File: src/rtl/s100_pkg.sv
// Shared encodings and reset values for the S-100 bus-cycle sequencer.
package s100_pkg;

   typedef enum logic [1:0] {
      REQ_MEMRD = 2'b00,
      REQ_MEMWR = 2'b01,
      REQ_IORD  = 2'b10,
      REQ_IOWR  = 2'b11
   } req_type_e;

   typedef enum logic [1:0] {
      ST_IDLE = 2'd0,
      ST_T1   = 2'd1,
      ST_T2   = 2'd2,
      ST_T3   = 2'd3
   } bus_state_e;

   localparam logic [7:0]  RDATA_RST = 8'hFF;
   localparam logic [15:0] ADR_LO_RST = 16'h0000;
   localparam logic [3:0]  ADR_HI_RST = 4'h0;
   localparam logic [7:0]  DO_RST     = 8'h00;

   // Both write encodings have bit 0 set.
   function automatic logic is_write(input req_type_e t);
      return t[0];
   endfunction

endpackage

File: src/rtl/s100_wait_timer.sv
// T2 wait-state and timeout down-counters, both loaded on the cycle before T2.
module s100_wait_timer #(
   parameter int WAIT_STATES = 0,
   parameter int TIMEOUT     = 255
) (
   input  logic clk_sys,
   input  logic rst_b,
   input  logic load,
   input  logic run,
   output logic wait_done,
   output logic timed_out
);

   localparam logic [3:0] WAIT_INIT = 4'(WAIT_STATES);
   // Terminal count reached in the TIMEOUT-th T2 cycle, so load one less.
   localparam logic [7:0] TMO_INIT  = 8'(TIMEOUT - 1);

   logic [3:0] wait_cnt;
   logic [7:0] tmo_cnt;

   always_ff @(posedge clk_sys or negedge rst_b) begin
      if (!rst_b) begin
         wait_cnt <= '0;
         tmo_cnt  <= '0;
      end else if (load) begin
         wait_cnt <= WAIT_INIT;
         tmo_cnt  <= TMO_INIT;
      end else if (run) begin
         if (wait_cnt != 4'd0) wait_cnt <= wait_cnt - 4'd1;
         if (tmo_cnt != 8'd0)  tmo_cnt  <= tmo_cnt - 8'd1;
      end
   end

   assign wait_done = (wait_cnt == 4'd0);
   assign timed_out = (tmo_cnt == 8'd0);

endmodule

File: src/rtl/s100_bus_cycle_seq.sv
// Runs one S-100 bus cycle (mem/IO read/write) per request through T1/T2/T3.
//
// state | meaning
// IDLE  | waiting for a request; status cleared, address/DO hold last value
// T1    | address and status valid, pSYNC high, pSTVAL low
// T2    | read or write strobe active, waiting on wait states and XRDY
// T3    | strobes released, response pulse out
module s100_bus_cycle_seq
   import s100_pkg::*;
#(
   parameter int WAIT_STATES = 0,
   parameter int TIMEOUT     = 255
) (
   input  logic        pll0_2MHz,
   input  logic        s100_n_RESET,
   input  logic        F_in_sdsb,
   input  logic        req_valid,
   output logic        req_ready,
   input  logic [1:0]  req_type,
   input  logic [19:0] req_addr,
   input  logic [7:0]  req_wdata,
   output logic        rsp_valid,
   output logic [7:0]  rsp_rdata,
   output logic        rsp_err,
   input  logic [7:0]  s100_DI,
   input  logic        s100_XRDY,
   output logic [15:0] S100adr0_15,
   output logic [3:0]  S100adr16_19,
   output logic [7:0]  s100_DO,
   output logic        s100_pSYNC,
   output logic        s100_pSTVAL,
   output logic        s100_pDBIN,
   output logic        s100_n_pWR,
   output logic        s100_sMWRT,
   output logic        s100_sOUT,
   output logic        s100_sINP
);

   bus_state_e state;
   req_type_e  type_q;
   req_type_e  type_in;
   logic       idle_q;
   logic       accept;
   logic       wait_done;
   logic       timed_out;
   logic       complete;

   assign type_in   = req_type_e'(req_type);
   // idle_q is registered so req_ready stays low through reset and the first clock.
   assign req_ready = idle_q & ~F_in_sdsb;
   assign accept    = req_valid & req_ready;
   assign complete  = wait_done & s100_XRDY;

   s100_wait_timer #(
      .WAIT_STATES (WAIT_STATES),
      .TIMEOUT     (TIMEOUT)
   ) u_wait_timer (
      .clk_sys   (pll0_2MHz),
      .rst_b     (s100_n_RESET),
      .load      (state == ST_T1),
      .run       (state == ST_T2),
      .wait_done (wait_done),
      .timed_out (timed_out)
   );

   always_ff @(posedge pll0_2MHz or negedge s100_n_RESET) begin
      if (!s100_n_RESET) begin
         state        <= ST_IDLE;
         type_q       <= REQ_MEMRD;
         idle_q       <= 1'b0;
         S100adr0_15  <= ADR_LO_RST;
         S100adr16_19 <= ADR_HI_RST;
         s100_DO      <= DO_RST;
         s100_pSYNC   <= 1'b0;
         s100_pSTVAL  <= 1'b1;
         s100_pDBIN   <= 1'b0;
         s100_n_pWR   <= 1'b1;
         s100_sMWRT   <= 1'b0;
         s100_sOUT    <= 1'b0;
         s100_sINP    <= 1'b0;
         rsp_valid    <= 1'b0;
         rsp_rdata    <= RDATA_RST;
         rsp_err      <= 1'b0;
      end else begin
         case (state)
            ST_IDLE: begin
               rsp_valid <= 1'b0;
               rsp_err   <= 1'b0;
               if (accept) begin
                  state        <= ST_T1;
                  idle_q       <= 1'b0;
                  type_q       <= type_in;
                  S100adr0_15  <= req_addr[15:0];
                  // Bit i carries A(16+i); the board routes these pins in reverse.
                  S100adr16_19 <= req_addr[19:16];
                  if (is_write(type_in)) s100_DO <= req_wdata;
                  s100_sMWRT   <= (type_in == REQ_MEMWR);
                  s100_sOUT    <= (type_in == REQ_IOWR);
                  s100_sINP    <= (type_in == REQ_IORD);
                  s100_pSYNC   <= 1'b1;
                  s100_pSTVAL  <= 1'b0;
               end else begin
                  idle_q <= 1'b1;
               end
            end
            ST_T1: begin
               state       <= ST_T2;
               s100_pSYNC  <= 1'b0;
               s100_pSTVAL <= 1'b1;
               s100_pDBIN  <= ~is_write(type_q);
               s100_n_pWR  <= ~is_write(type_q);
            end
            ST_T2: begin
               // A ready slave wins over a timeout that lands on the same cycle.
               if (complete || timed_out) begin
                  state      <= ST_T3;
                  s100_pDBIN <= 1'b0;
                  s100_n_pWR <= 1'b1;
                  rsp_valid  <= 1'b1;
                  rsp_err    <= ~complete;
                  rsp_rdata  <= (complete && !is_write(type_q)) ? s100_DI : RDATA_RST;
               end
            end
            ST_T3: begin
               state      <= ST_IDLE;
               idle_q     <= 1'b1;
               rsp_valid  <= 1'b0;
               rsp_err    <= 1'b0;
               s100_sMWRT <= 1'b0;
               s100_sOUT  <= 1'b0;
               s100_sINP  <= 1'b0;
            end
            default: state <= ST_IDLE;
         endcase
      end
   end

endmodule

File: config.mk
export PLATFORM = sky130hd
export DESIGN_NAME = s100_bus_cycle_seq
export DESIGN_NICKNAME = d
export VERILOG_FILES = /design/src/rtl/s100_pkg.sv /design/src/rtl/s100_wait_timer.sv /design/src/rtl/s100_bus_cycle_seq.sv
export SDC_FILE = /design/constraint.sdc
export NUM_CORES = 1
export LEC_CHECK = 0
export ABC_CLOCK_PERIOD_IN_PS = 4900
export CAP_MARGIN = 30
export CORE_ASPECT_RATIO = 1.4
export CORE_MARGIN = 2
export CORE_UTILIZATION = 49
export CTS_BUF_LIST = sky130_fd_sc_hd__clkbuf_16
export DETAILED_ROUTE_END_ITERATION = 7
export MAX_ROUTING_LAYER = met4
export PLACE_DENSITY_LB_ADDON = 0.15
export SYNTH_ARGS = -nofsm -noshare
export SYNTH_HDL_FRONTEND = slang
export SYNTH_SLANG_ARGS = --single-unit
export TNS_END_PERCENT = 100
File: constraint.sdc
create_clock -name pll0_2MHz -period 4.9 [get_ports pll0_2MHz]
set_input_delay 0.98 -clock pll0_2MHz [delete_from_list [all_inputs] [get_ports pll0_2MHz]]
set_output_delay 0.98 -clock pll0_2MHz [all_outputs]
set_load 0.02 [all_outputs]
Word-level counts from Yosys, hierarchy flattened. Cells that the tools add are included. Widths: inputs -> output; s select.

Magnitude comparators: 0. Equality and inequality tests: 8. Add/subtract/negate cells: 2. Bitwise gates (word level): 6. Reductions and logical operators: 25. Shift-type cells: 0. Divide/modulo/power cells: 0. Mux-type cells: 29. Multipliers: 0.

Operators by type and width (number): $mux 8 (4); $pmux 1 s2 (10); $reduce_and 2->1 (9); $mux 4 (3); $reduce_bool 2->1 (6); $mux 1 (9); $eq 2x2->1 const B (4); $logic_not 8->1 (1); $pmux 2 s4 (1); $reduce_bool 8->1 (1); $sub 8x1->8 const B (1); $eq 2x1->1 const B (2); $logic_not 4->1 (1); $mux 2 (2); $ne 2x2->1 const B (2); $reduce_bool 4->1 (1); $sub 4x1->4 const B (1); $and 1x1->1 (3); $not 1->1 (3); $reduce_and 3->1 (1); $logic_not 2->1 (1); $reduce_or 2->1 (1); $logic_and 1x1->1 (1); $logic_not 1->1 (1); $logic_or 1x1->1 (1).

Bits in read-only memories: 0. Output and inout port bits: 46. Memories kept: 0. Bits of input ports: 43. Bits in writable memories: 0. Bits in latches: 0. Register bits: 61.

Longest topological paths before layout.
Depth in word-level cells: 5. Depth in mapped cells: 7.

Modules after synthesis. A second synthesis with hierarchy kept.

Cells, all modules: 214. Area, all modules: 2728.9 µm².

By module, submodules not included: s100_bus_cycle_seq (times used 1, sequential area each 1238.7 µm², area an instance 2073.2 µm², cells each 148); s100_wait_timer (times used 1, sequential area each 300.3 µm², area an instance 655.6 µm², cells each 66).

Worst setup path before layout. OpenSTA, ideal clock, no wires.

Path type: input to output. Start: input port F_in_sdsb. End: output port req_ready. Path slack: 2.737 ns. Required time: 3.920 ns. Path buffers: 0. Data arrival time: 1.183 ns. Cell stages on the path: 1. Cells stage by stage: nor2b_4.

Longest elaborated chain between the ends: 2.

RTL lines: start: declaration (line s100_bus_cycle_seq.sv:16) `input logic F_in_sdsb,`; $not 1->1 (line s100_bus_cycle_seq.sv:50) `assign req_ready = idle_q & ~F_in_sdsb;`; $and 1x1->1 (line s100_bus_cycle_seq.sv:50); end: declaration (line s100_bus_cycle_seq.sv:18) `output logic req_ready,`.

Every way passes these cells.

Worst setup path after layout. Ends and elaborated chain as after synthesis.

==> out/metrics.cfg <==
[clock_network]
ctsRootBufferMaster = clkbuf_16
h-tree-depth = 3
clk-insertion-delay-late_ns = 0.32
cts_buffer_depth = 2
cts_tree = yes
post-cts-setup-buffers = 0
path_clk_slew_ns = 0.05
cts_made_buffers = 9
clock-sinks = 61
cts_hold_buf = 0
cts_resized = 0

[power]
power_density_nw_per_um2 = 666
power_mw = 2.63
cellLeakagePower_nw = 1.74
peakVddDrop_uv = 441

[synthesis]
yosys.cell_types.count = 45
synth_edf_count = 0
async_flop_share_pct = 100
synthCells = 267
ys_seq_area_share_pct = 56.0
ys_seq_elements = 61
synth_nets = 317
ys_warn_count = 0
synth.top_cell.area_share_pct = 46.4
synthFlopType = dfrtp_1
synth_area_leaders = dfrtp_1 (46%), nand2_1 (9.8%), dfstp_2 (9.6%), mux2_2 (3.7%), ha_1 (3.2%)
synth_area_um2 = 2750
synth.avg_cell_area_um2 = 10.3
yosys.area.top_type = dfrtp_1

[min_path]
hold_path_class = flop to flop

[route]
wire_per_inst_um = 15.0
via_count = 2303
dr.pass1.iters = 4
viasPerCell = 5.38
ant_nets = 0
wirelength_um = 6430
first_iter_violations = 182
drc_errors = 0

[critical_path]
crit_path_end_kind = output port
cp.arrival_ns = 2.23
r2r_slack_ns = 2.62
startpoint_type = input pin
required_ns = 3.92
worstSetupPathType = input pin to output port
critPathMaxFanout = 4

[timing]
finalHoldViolCount = 0
fin_crit_ns = 3.21
worst_pin_slew_ns = 0.925
rsz0062_at_grt = no
setup_viol = 0
fin_skew_ns = 0.00898
slew_headroom_pct = 38.2
fin_crit_sh_pct = 65.5
setup_ws_ns = 1.69
fin_setup_tns_ns = 0
drv_slew = 0
fmax_ghz = 0.312

[placement]
numPortBuffers = 88
dp_hpwl_um = 4340
place_ws_ns = 1.68
gp_congestion = 0.831

[floorplan]
start_util_pct = 50.5
die_y_um = 92.6
fp.dieW_um = 67.3
die_area_um2 = 6240
fp.coreArea_um2 = 5450
std_cell_rows = 32
design.portCount = 89

[global_routing]
grt_usage_pct = 23.2
first_global_vias = 2309
grt_pass1_wl_um = 10500
grt_start_max_net_pins = 62
overflow = 0
grt_antenna_before_repair = 0

[final_layout]
antenna_cells = 0
area_delta_synth_final_pct = 43.4
final_net_count = 405
drive_gt1_share_pct = 11.1

[outcome]
status = finished clean

[job]
drv_cap = 0

[power by group]
group          switching [mW]  internal [mW]
clock                   0.209          0.383
combinational           0.608          0.528
sequential              0.156          0.743
[layout make-up]
cell class / count / area (µm²)
flip-flops and latches: 61 / 1540
fillers: 431 / 1500
multi-input cells: 180 / 1100
repair buffers: 89 / 883
clock buffers: 9 / 225
well taps: 68 / 85.1
clock inverters: 7 / 53.8
inverters: 14 / 52.6
[worst max-delay path, cell delays in order]
cell,delay (ns)
clkdlybuf4s50_1,0.44
nor2b_4,0.18
clkdlybuf4s50_1,0.63
[registers in the layout (all words and copies together) (netlist names), 2 cells and up]
signal,count
u_wait_timer.wait_cnt,4
rsp_rdata,8
S100adr16_19,4
s100_DO,8
S100adr0_15,16
state,2
u_wait_timer.tmo_cnt,8
[through the flow]
stage          instances  cell area, µm²  hold WS [ns]  util [%]
6_report             428            3940         0.474      72.4
5_1_grt              428            3940         0.498      72.4
4_1_cts              428            3940         0.478      72.4
3_5_place_dp         412            3660         0.465      67.3
3_3_place_gp         412            3660         0.457      67.3
2_1_floorplan        267            2750         0.460         -
[synth_stat cells, types with 2 or more instances]
cell type	n
o22ai_1	6
nand3_1	10
dfrtp_1	51
nor3_1	5
dfstp_2	10
a21oi_1	7
ha_1	7
nand4_1	3
and3_1	2
nand4b_1	2
nor2_1	5
o31ai_1	3
o211ai_1	3
o21ai_0	5
o22a_1	9
mux2_2	9
nor2b_1	2
a31oi_1	4
mux2i_1	2
nand2_1	72
nor3b_1	4
buf_2	2
clkbuf_1	9
inv_1	14
[final timing paths]
check / to / from / cells after the start
max reg2reg: s100_DO[7] / state[0] / 5
min in group asynchronous: u_wait_timer.tmo_cnt[6] / s100_n_RESET / 2
max: req_ready / F_in_sdsb / 3
max in group asynchronous: S100adr16_19[3] / s100_n_RESET / 2
min reg2reg: S100adr16_19[3] / S100adr16_19[3] / 2
min: S100adr16_19[3] / S100adr16_19[3] / 2
[layer usage]
layer | vias to the layer above | track usage, % | wire length [µm]
li1 | 1108 | - | -
met1 | 1102 | 26.4 | 2560
met2 | 84 | 38.8 | 3430
met3 | 9 | 5.35 | 336
met4 | 0 | 9.52 | 97
met5 | - | - | 0
[cells in the final DEF, fill, tap and decap left out, types with 2 or more instances in the layout]
| cell type | n |
|---|---|
| a21oi_1 | 7 |
| a31oi_1 | 4 |
| and3_1 | 2 |
| clkbuf_16 | 9 |
| clkdlybuf4s50_1 | 87 |
| clkinv_1 | 2 |
| dfrtp_1 | 51 |
| dfstp_2 | 10 |
| ha_1 | 7 |
| inv_1 | 17 |
| mux2_2 | 9 |
| mux2i_1 | 2 |
| nand2_1 | 72 |
| nand3_1 | 10 |
| nand4_1 | 3 |
| nand4b_1 | 2 |
| nor2_1 | 5 |
| nor2b_1 | 2 |
| nor3_1 | 5 |
| nor3b_1 | 4 |
| o211ai_1 | 3 |
| o21ai_0 | 5 |
| o22a_1 | 9 |
| o22ai_1 | 6 |
| o31ai_1 | 3 |
[logic make-up after synthesis]
group                    count (synthesis)  share of synthesized area, %
AND/OR/NAND/NOR                        117                          21.0
flip-flops                              61                          56.0
AO/OA/AOI/OAI                           45                          11.6
buffers and inverters                   26                          3.91
multiplexers                            11                          4.41
adder cells (fa/ha/maj)                  7                          3.18
Note: power is estimated with default switching activity, not from simulation.
==> RTL edit: new RTL, same flow settings <==
Make the reset (`rst_b` and `s100_n_RESET`) synchronous in 2 clocked blocks.
--- a/src/rtl/s100_wait_timer.sv
+++ b/src/rtl/s100_wait_timer.sv
@@ -19,5 +19,5 @@
    logic [7:0] tmo_cnt;
 
-   always_ff @(posedge clk_sys or negedge rst_b) begin
+   always_ff @(posedge clk_sys) begin
       if (!rst_b) begin
          wait_cnt <= '0;
--- a/src/rtl/s100_bus_cycle_seq.sv
+++ b/src/rtl/s100_bus_cycle_seq.sv
@@ -64,5 +64,5 @@
    );
 
-   always_ff @(posedge pll0_2MHz or negedge s100_n_RESET) begin
+   always_ff @(posedge pll0_2MHz) begin
       if (!s100_n_RESET) begin
          state        <= ST_IDLE;
Check against the original RTL: differs if s100_n_RESET is asserted again (counterexample within 4 cycles, from zero or initial values and one cycle with s100_n_RESET low); with s100_n_RESET held inactive, the same outputs for 10 cycles.
==> RTL edit against the unedited design <==
Highest routed layer unchanged. Routed wire length rose by 13%. Sequential power fell by 32%. Sequential cell count did not move. Area after synthesis down 4.2%. Die area decreased by 4.0%. Synthesized cell count increased by 13%. Final cell count is 7.2% higher. Clock power is 9.3% higher. Hold slack got worse by 0.021 ns. Final area fell by 2.4%. Via count up 9.2%. Power fell by 27%. Setup slack gained 0.087 ns.
==> RTL edit: results <==
{
  "drtPass1Iterations": 4,
  "clock_skew_ns": 0.00516,
  "layout.nets": 439,
  "switching_share_pct": 34.0,
  "post_cts_buffers": 0,
  "io_buffers": 88,
  "synthTopCellsByArea": "dfxtp_1 (46%), nand2_1 (9.1%), a21oi_1 (7.6%), ha_1 (3.8%), o22a_1 (2.7%)",
  "global_route.usage.met1_pct": 28.1,
  "ys_seq_area_share_pct": 46.3,
  "antennaDiodeCount": 0,
  "max_stage_delay_ns": 0.60,
  "cts.repair.resized": 0,
  "clkTransAtPathRegs_ns": 0.05,
  "grt_pass1_vias": 2374,
  "grt_usage_pct": 25.4,
  "synth_common_cells": "nand2_1 (64), dfxtp_1 (61), a21oi_1 (40)",
  "grt_start_max_net_pins": 33,
  "slowest_stage": "clkdlybuf4s50_1",
  "top_register": "S100adr0_15",
  "grtUsageMet3_pct": 6.23,
  "power_leakage_nw": 1.41,
  "cp_top_family": "buffers and inverters",
  "synth_cell_types": 54,
  "gp_congestion": 0.969,
  "irDropWorstVdd_v": 0.000373,
  "status": "finished clean",
  "cts-root-buf": "clkbuf_16",
  "dpl.hpwl_um": 4910,
  "relSlewSlack_pct": 60.0,
  "drt-initial-drc-count": 140,
  "yosysWarnings": 0,
  "path_max_fanout": 4,
  "insertion_delay_ns": 0.33,
  "cts_buffer_depth": 2,
  "drive_above_1_share_pct": 7.38,
  "grtUsageMet2_pct": 43.9,
  "largest_reg_flops": 16,
  "grt_pass1_wl_um": 11500,
  "arrival_ns": 2.14,
  "antenna_found_initial": 0,
  "wl_per_cell_um": 15.8,
  "syn_nets": 354,
  "hold_path.class": "register to register",
  "async_reset_ff_share_pct": 0,
  "numCtsBuffers": 9,
  "synth-main-ff-cell": "dfxtp_1",
  "avgViaCountPerCell": 5.48,
  "cts_max_level": 3
}
[RTL edit: changes by cell type after synthesis, moves of 7 or more]
cell / before / now
a21oi_1: 7 / 40
dfrtp_1: 51 / 0
dfstp_2: 10 / 0
dfxtp_1: 0 / 61
mux2_2: 9 / 0
nand2_1: 72 / 64
nor2_1: 5 / 12
[RTL edit: routing by layer]
metal  vias up  part of all wire [%]
li1       1240                     -
met1      1176                    40
met2        87                    53
met3        13                   6.1
met4         0                   1.7
met5         -                     0
[RTL edit: final cells by class]
type                    count  area, um2
multi-input cells         215       1290
flip-flops and latches     61       1220
fillers                   415       1350
clock inverters             7       82.6
clock buffers               9        225
well taps                  66       82.6
repair buffers             91        903
inverters                  10       37.5
[RTL edit: final timing paths]
| check | end | depth (start not counted) | startpoint | slack [ns] |
|---|---|---|---|---|
| worst max register to register | u_wait_timer.tmo_cnt[7] | 6 | state[0] | 2.61 |
| worst min register to register | S100adr16_19[0] | 2 | S100adr16_19[0] | 0.45 |
| worst min-delay path | S100adr16_19[0] | 2 | S100adr16_19[0] | 0.45 |
| worst max-delay path | req_ready | 3 | F_in_sdsb | 1.78 |
[RTL edit: kinds of logic after synthesis]
logic type / share of synthesized area [%]
xor gates and xnor gates: 1.33
adders and majority gates: 3.80
muxes: 0.380
AOI/OAI and AO/OA: 22.2
buffers and inverters: 4.56
DFF: 46.3
and+or+nand+nor: 21.4
[RTL edit: metrics by stage]
step	utilization [%]	cells	worst slack (ns)	instance area, um2
6_report	74.0	459	1.78	3850
5_1_grt	74.0	459	1.75	3850
4_1_cts	74.0	459	1.78	3850
3_5_place_dp	68.1	443	1.78	3540
3_3_place_gp	68.1	443	1.77	3540
2_1_floorplan	-	303	2.64	2640
[RTL edit: worst min-delay path: cells and delay by family, from the launching register on]
kind | cells | cell delay, ns
compound gates | 1 | 0.05
flops | 1 | 0.30
simple gates | 1 | 0.05
[RTL edit: power groups by stage]
stage	Combinational [mW]	Sequential (mW)	Clock (mW)
final	0.665	0.611	0.647
after global routing	0.720	0.617	0.672
after CTS	0.655	0.609	0.653
after detailed placement	0.646	0.619	0
after global placement	0.633	0.616	0
after floorplan	0.416	0.647	0
